`src/rtl/quad_decoder.sv`:
```
// x4 quadrature decoder: sync, glitch filter, Gray decode, position count.
// Optional clamping of position at limits when QUAD_CLAMP_EN is defined.
module quad_decoder #(
  parameter int unsigned FILTER_LEN = 4,
  parameter int unsigned POS_WIDTH  = 8,
  parameter logic [POS_WIDTH-1:0] POS_INIT = 8'h80,
  parameter logic [POS_WIDTH-1:0] POS_MIN  = 8'h00,
  parameter logic [POS_WIDTH-1:0] POS_MAX  = 8'hFF
) (
  input  logic                 clk_sys,
  input  logic                 Reset_n,
  input  logic                 enc_a,
  input  logic                 enc_b,
  input  logic                 clear,
  output logic [POS_WIDTH-1:0] position,
  output logic                 step,
  output logic                 dir,
  output logic                 err,
  output logic                 sat
);

  localparam int CW = $clog2(FILTER_LEN + 1);
  localparam logic [CW-1:0] CNT_MAX = CW'(FILTER_LEN);

  if (FILTER_LEN < 1) begin : g_bad_filter
    $error("FILTER_LEN must be at least 1");
  end
  if (POS_MIN > POS_MAX) begin : g_bad_limits
    $error("POS_MIN above POS_MAX");
  end

  logic [1:0]           sync1_q, sync1_d;
  logic [1:0]           sync2_q, sync2_d;
  logic [1:0]           sprev_q, sprev_d;
  logic [1:0]           prev_q, prev_d;
  logic [CW-1:0]        cnt_q, cnt_d;
  logic                 primed_q, primed_d;
  logic                 step_q, step_d;
  logic                 dir_q, dir_d;
  logic                 err_q, err_d;
  logic                 sat_q, sat_d;
  logic [POS_WIDTH-1:0] pos_q, pos_d;
  logic                 accept;
  logic                 fwd;
  logic                 bwd;
  logic                 both;

  // Successor of a state in the +1 Gray sequence 00-01-11-10
  function automatic logic [1:0] gnext(input logic [1:0] v);
    logic [1:0] r;
    r = 2'b00;
    case (v)
      2'b00:   r = 2'b01;
      2'b01:   r = 2'b11;
      2'b11:   r = 2'b10;
      default: r = 2'b00;
    endcase
    return r;
  endfunction

  // Synchronizer chain and stability counter; accept once per stable run
  always_comb begin
    sync1_d = {enc_a, enc_b};
    sync2_d = sync1_q;
    sprev_d = sync2_q;
    cnt_d   = cnt_q;
    if (sync2_q != sprev_q) begin
      cnt_d = '0;
    end else if (cnt_q != CNT_MAX) begin
      cnt_d = cnt_q + 1'b1;
    end
    accept = (cnt_d == CNT_MAX) && (cnt_q != CNT_MAX);
  end

  // Classify accepted sample against the last accepted one
  always_comb begin
    fwd      = accept && primed_q && (sync2_q == gnext(prev_q));
    bwd      = accept && primed_q && (prev_q == gnext(sync2_q));
    both     = accept && primed_q && ((sync2_q ^ prev_q) == 2'b11);
    prev_d   = accept ? sync2_q : prev_q;
    primed_d = primed_q | accept;
    step_d   = fwd | bwd;
    err_d    = both;
    dir_d    = dir_q;
    if (fwd) begin
      dir_d = 1'b1;
    end else if (bwd) begin
      dir_d = 1'b0;
    end
  end

  // Position update; clear overrides a coincident step
  always_comb begin
    pos_d = pos_q;
    sat_d = 1'b0;
`ifdef QUAD_CLAMP_EN
    if (clear) begin
      pos_d = POS_INIT;
    end else if (fwd && (pos_q != POS_MAX)) begin
      pos_d = pos_q + 1'b1;
    end else if (bwd && (pos_q != POS_MIN)) begin
      pos_d = pos_q - 1'b1;
    end
    sat_d = !clear && ((pos_d == POS_MIN) || (pos_d == POS_MAX));
`else
    if (clear) begin
      pos_d = POS_INIT;
    end else if (fwd) begin
      pos_d = pos_q + 1'b1;
    end else if (bwd) begin
      pos_d = pos_q - 1'b1;
    end
`endif
  end

  // State registers
  always_ff @(posedge clk_sys or negedge Reset_n) begin
    if (!Reset_n) begin
      sync1_q  <= 2'b00;
      sync2_q  <= 2'b00;
      sprev_q  <= 2'b00;
      prev_q   <= 2'b00;
      cnt_q    <= '0;
      primed_q <= 1'b0;
      step_q   <= 1'b0;
      dir_q    <= 1'b0;
      err_q    <= 1'b0;
      sat_q    <= 1'b0;
      pos_q    <= POS_INIT;
    end else begin
      sync1_q  <= sync1_d;
      sync2_q  <= sync2_d;
      sprev_q  <= sprev_d;
      prev_q   <= prev_d;
      cnt_q    <= cnt_d;
      primed_q <= primed_d;
      step_q   <= step_d;
      dir_q    <= dir_d;
      err_q    <= err_d;
      sat_q    <= sat_d;
      pos_q    <= pos_d;
    end
  end

  assign position = pos_q;
  assign step     = step_q;
  assign dir      = dir_q;
  assign err      = err_q;
  assign sat      = sat_q;

endmodule
```
`config.mk`:
```
export PLATFORM = sky130hd
export DESIGN_NAME = quad_decoder
export DESIGN_NICKNAME = d
export VERILOG_FILES = /design/src/rtl/quad_decoder.sv
export SDC_FILE = /design/constraint.sdc
export NUM_CORES = 1
export LEC_CHECK = 0
export BUFFER_PORTS_ARGS = -buffer_cell sky130_fd_sc_hd__buf_4
export CAP_MARGIN = 15
export CORE_MARGIN = 2
export CORE_UTILIZATION = 38
export DETAILED_ROUTE_END_ITERATION = 12
export SLEW_MARGIN = 20
export SYNTH_ARGS = -nofsm -noshare
export SYNTH_HDL_FRONTEND = slang
export SYNTH_SLANG_ARGS = --single-unit
```
`constraint.sdc`:
```
create_clock -name clk_sys -period 4.7 [get_ports clk_sys]
set_clock_uncertainty 0.2 [all_clocks]
set_input_delay 0 -clock clk_sys [delete_from_list [all_inputs] [get_ports clk_sys]]
set_output_delay 0 -clock clk_sys [all_outputs]
set_load 0.05 [all_outputs]
```
==> summary.txt <==
Pwr
  – Pwr dens: 213 nW/µm²
  – P_leak: 0.000709 µW
  – VDD IR max: 0.000141 V

Detailed routing
  – Total wire length: 2560 µm
  – Via density: 5.07
  – Post-route ant nets: 0
  – Post-DR wirelength/cell: 12.7 µm
  – DR iter-0 viols: 18
  – # DRC: 0
  – Via count: 1,025
  – DRT Pass-1 Iters: 4

Setup path
  – Critical path fanouts, max: 11
  – Kind of critical path: reg -> reg
  – Slowest stage cell on the critical path: or3_2
  – Crit end category: flip-flop
  – Crit path required time: 4.76 ns
  – CP Cell Sequence: inv_1 -> ha_1 -> and3b_1 -> o2111ai_1 -> buf_4 -> or3_2 -> ha_1 -> or3_1 -> a21oi_1 -> a21oi_1 -> o41ai_1 -> nor2_2
  – WP depth: 12
  – Cell family with most CP delay: simple AND/OR/NAND/NOR gates
  – FF-to-FF path depth: 12
  – Reg-to-reg slack, setup: 0.95 ns
  – Buf/Inv on CP: 2
  – R2R Path End: position[7]
  – Reg2Reg Launch Point: cnt_q[0]
  – Type of origin of the critical path: flip-flop
  – Crit path arrival time: 3.80 ns
  – Slowest stage delay, CP: 0.56 ns
  – Setup crit start: cnt_q[0]

Synthesis
  – Synth Net Count: 147
  – Unique masters post-synth: 44
  – Synthesis warning total: 0
  – Avg Inst Size Synth: 10.1 µm²
  – Synthesized instance count: 133
  – Mapped cell area: 1350 µm²
  – Yosys reg bits: 23
  – Top FF cell, synth: dfrtp_1
  – Post-synth EDFFs: 0
  – Sequential cell area fraction in the yosys report: 42.9%
  – Async SR Flop Fraction: 100%

Place
  – Final GP Congestion: 0.818
  – Cell Area, Placed: 1500 µm²
  – DP HPWL: 1860 µm
  – Pre-CTS setup slack: 0.956 ns
  – Placed Instances: 192
  – # port buffers: 15

Global route
  – Pin count of the biggest net entering global routing: 23
  – Met2 Use GR: 22.2%
  – Global-route wire length before repair: 4550 µm
  – Global Route Usage Sum: 14.2%
  – Vias in the first global route: 1,015
  – Grt ovf: 0
  – Busiest grt layer: met2
  – GR Layer Usage met1: 19.5%
  – Met3 Resource Use GR: 1.79%
  – Initial antenna violation count: 0

Timing
  – Max Fclk: 267 MHz
  – Setup ws final: 0.952 ns
  – Final-report hold violation count: 0
  – Relative slew slack: 66.7%
  – Slew Limit Fails: 0
  – Worst slew pin tran: 0.495 ns
  – Min Clock Period, post-route: 3.75 ns
  – Hold WS: 0.130 ns
  – Final critical-path share of the clock period: 79.7%
  – Unrepaired setup endpoints after global routing: false
  – # setup viols final: 0
  – Setup TNS: 0 ns

Clock network
  – CTS H-Tree Depth: 1
  – # resized after CTS: 0
  – Root buffer cell: clkbuf_4
  – CTS clk-pin slew, worst paths: 0.14 ns
  – Sink Count: 23
  – CTS buffer count: 3
  – Clk_lat worst skew: 0.31 ns
  – Clock tree buffer depth: 2
  – TritonCTS clock tree: done

Hold path
  – Hold EP: sync1_q[1]
  – Hold path start: enc_a
  – Hold path depth: 2
  – Worst min-delay path class: in -> reg

Die
  – Core Footprint: 3360 µm²
  – Initial core utilization: 40.0%
  – FP Rows: 21
  – IO Pins: 17
  – Die X: 63.5 µm
  – Die span in y: 63.5 µm
  – Die area: 4030 µm²

Layout
  – # fillers: 351
  – Sequential Area: 577 µm²
  – # nets final: 171
  – Most frequent cells in the layout: dfrtp_1 (22), buf_4 (16), nor2_1 (14), xnor2_1 (9)
  – Share of layout cells above drive strength 1: 19.2%
  – Final std cells w/o fill: 202
  – Final instance area: 1580 µm²
  – Area of the multi-input gates: 719 µm²
  – Commonest non-fill, non-tap cell in the layout: dfrtp_1
  – Synth-to-Final Area Change: 17.7%
  – ANT cells: 0

Run status
  – Outcome: finished, final reports clean

Flow run
  – Max Cap Viol: 0
## synthesized netlist by cell type, types with 3 or more instances
cell type	instances	share of area, %
a211o_1	3	2.0
o21ai_0	8	3.0
inv_1	7	2.0
ha_1	8	7.4
o21a_1	3	1.7
xnor2_1	9	5.9
nand2_1	8	2.2
a21oi_1	6	2.2
nor2b_1	3	1.4
dfrtp_1	22	41
nor2_1	14	3.9
## worst max-delay path by stage
stage | end | slack, ns
6_report | position[7] | 0.95
5_1_grt | position[7] | 0.73
4_1_cts | position[7] | 0.94
3_5_place_dp | position[7] | 0.96
3_3_place_gp | position[7] | 1.11
2_1_floorplan | position[7] | 1.21
## area by class of cell
cell class                      count  area share, %
Inverter                            7           1.66
Timing Repair Buffer               22           11.1
Clock buffer                        3           1.42
Tap cell                           46           3.64
Sequential cell                    23           36.4
Clock inverter                      1          0.316
Multi-Input combinational cell    100           45.5
## per-stage QoR
stage	utilization, %	power, µW
after detailed placement	44.6	243
after global routing	47.1	357
final	47.1	337
after global placement	44.6	241
after floorplan	-	231
after CTS	47.2	343
## cells by family (layout without fill, tap and decap cells)
logic type	count (synthesis)	in the layout	share of synthesized area (%)
and+or+nand+nor	44	44	18.0
DFF	23	23	42.9
AOI/OAI and AO/OA	31	31	15.8
buffers and inverters	10	33	3.63
other	1	1	0.279
muxes	5	5	4.00
adders and majority gates	9	9	8.93
xor gates and xnor gates	10	10	6.51
## per-layer routing
layer,vias up,share of wire [%]
li1,516,-
met1,493,50
met2,14,47
met3,2,2.4
met4,0,0.74
met5,-,0
## power by group
part / internal [µW] / leakage, µW / switching, µW / total (µW)
Sequential: 203 / 0.000298 / 4.84 / 208
Clock: 31.8 / 0.0000177 / 62.9 / 94.8
Combinational: 14.0 / 0.000394 / 19.7 / 33.7
## registers in the layout, summed over array words and instances (netlist names)
| name | cells |
|---|---|
| dir | 1 |
| cnt_q | 3 |
| step | 1 |
| sprev_q | 2 |
| err | 1 |
| prev_q | 2 |
| sprev_d | 2 |
| position | 8 |
| sync1_q | 2 |
| primed_q | 1 |
## repair_timing
item / 4_1_cts / 5_1_grt
hold buffers: 6 / 0
hold endpoints to repair: 33 / 0
setup buffers: 0 / 0
No activity file was read; power rests on OpenSTA's default activity.
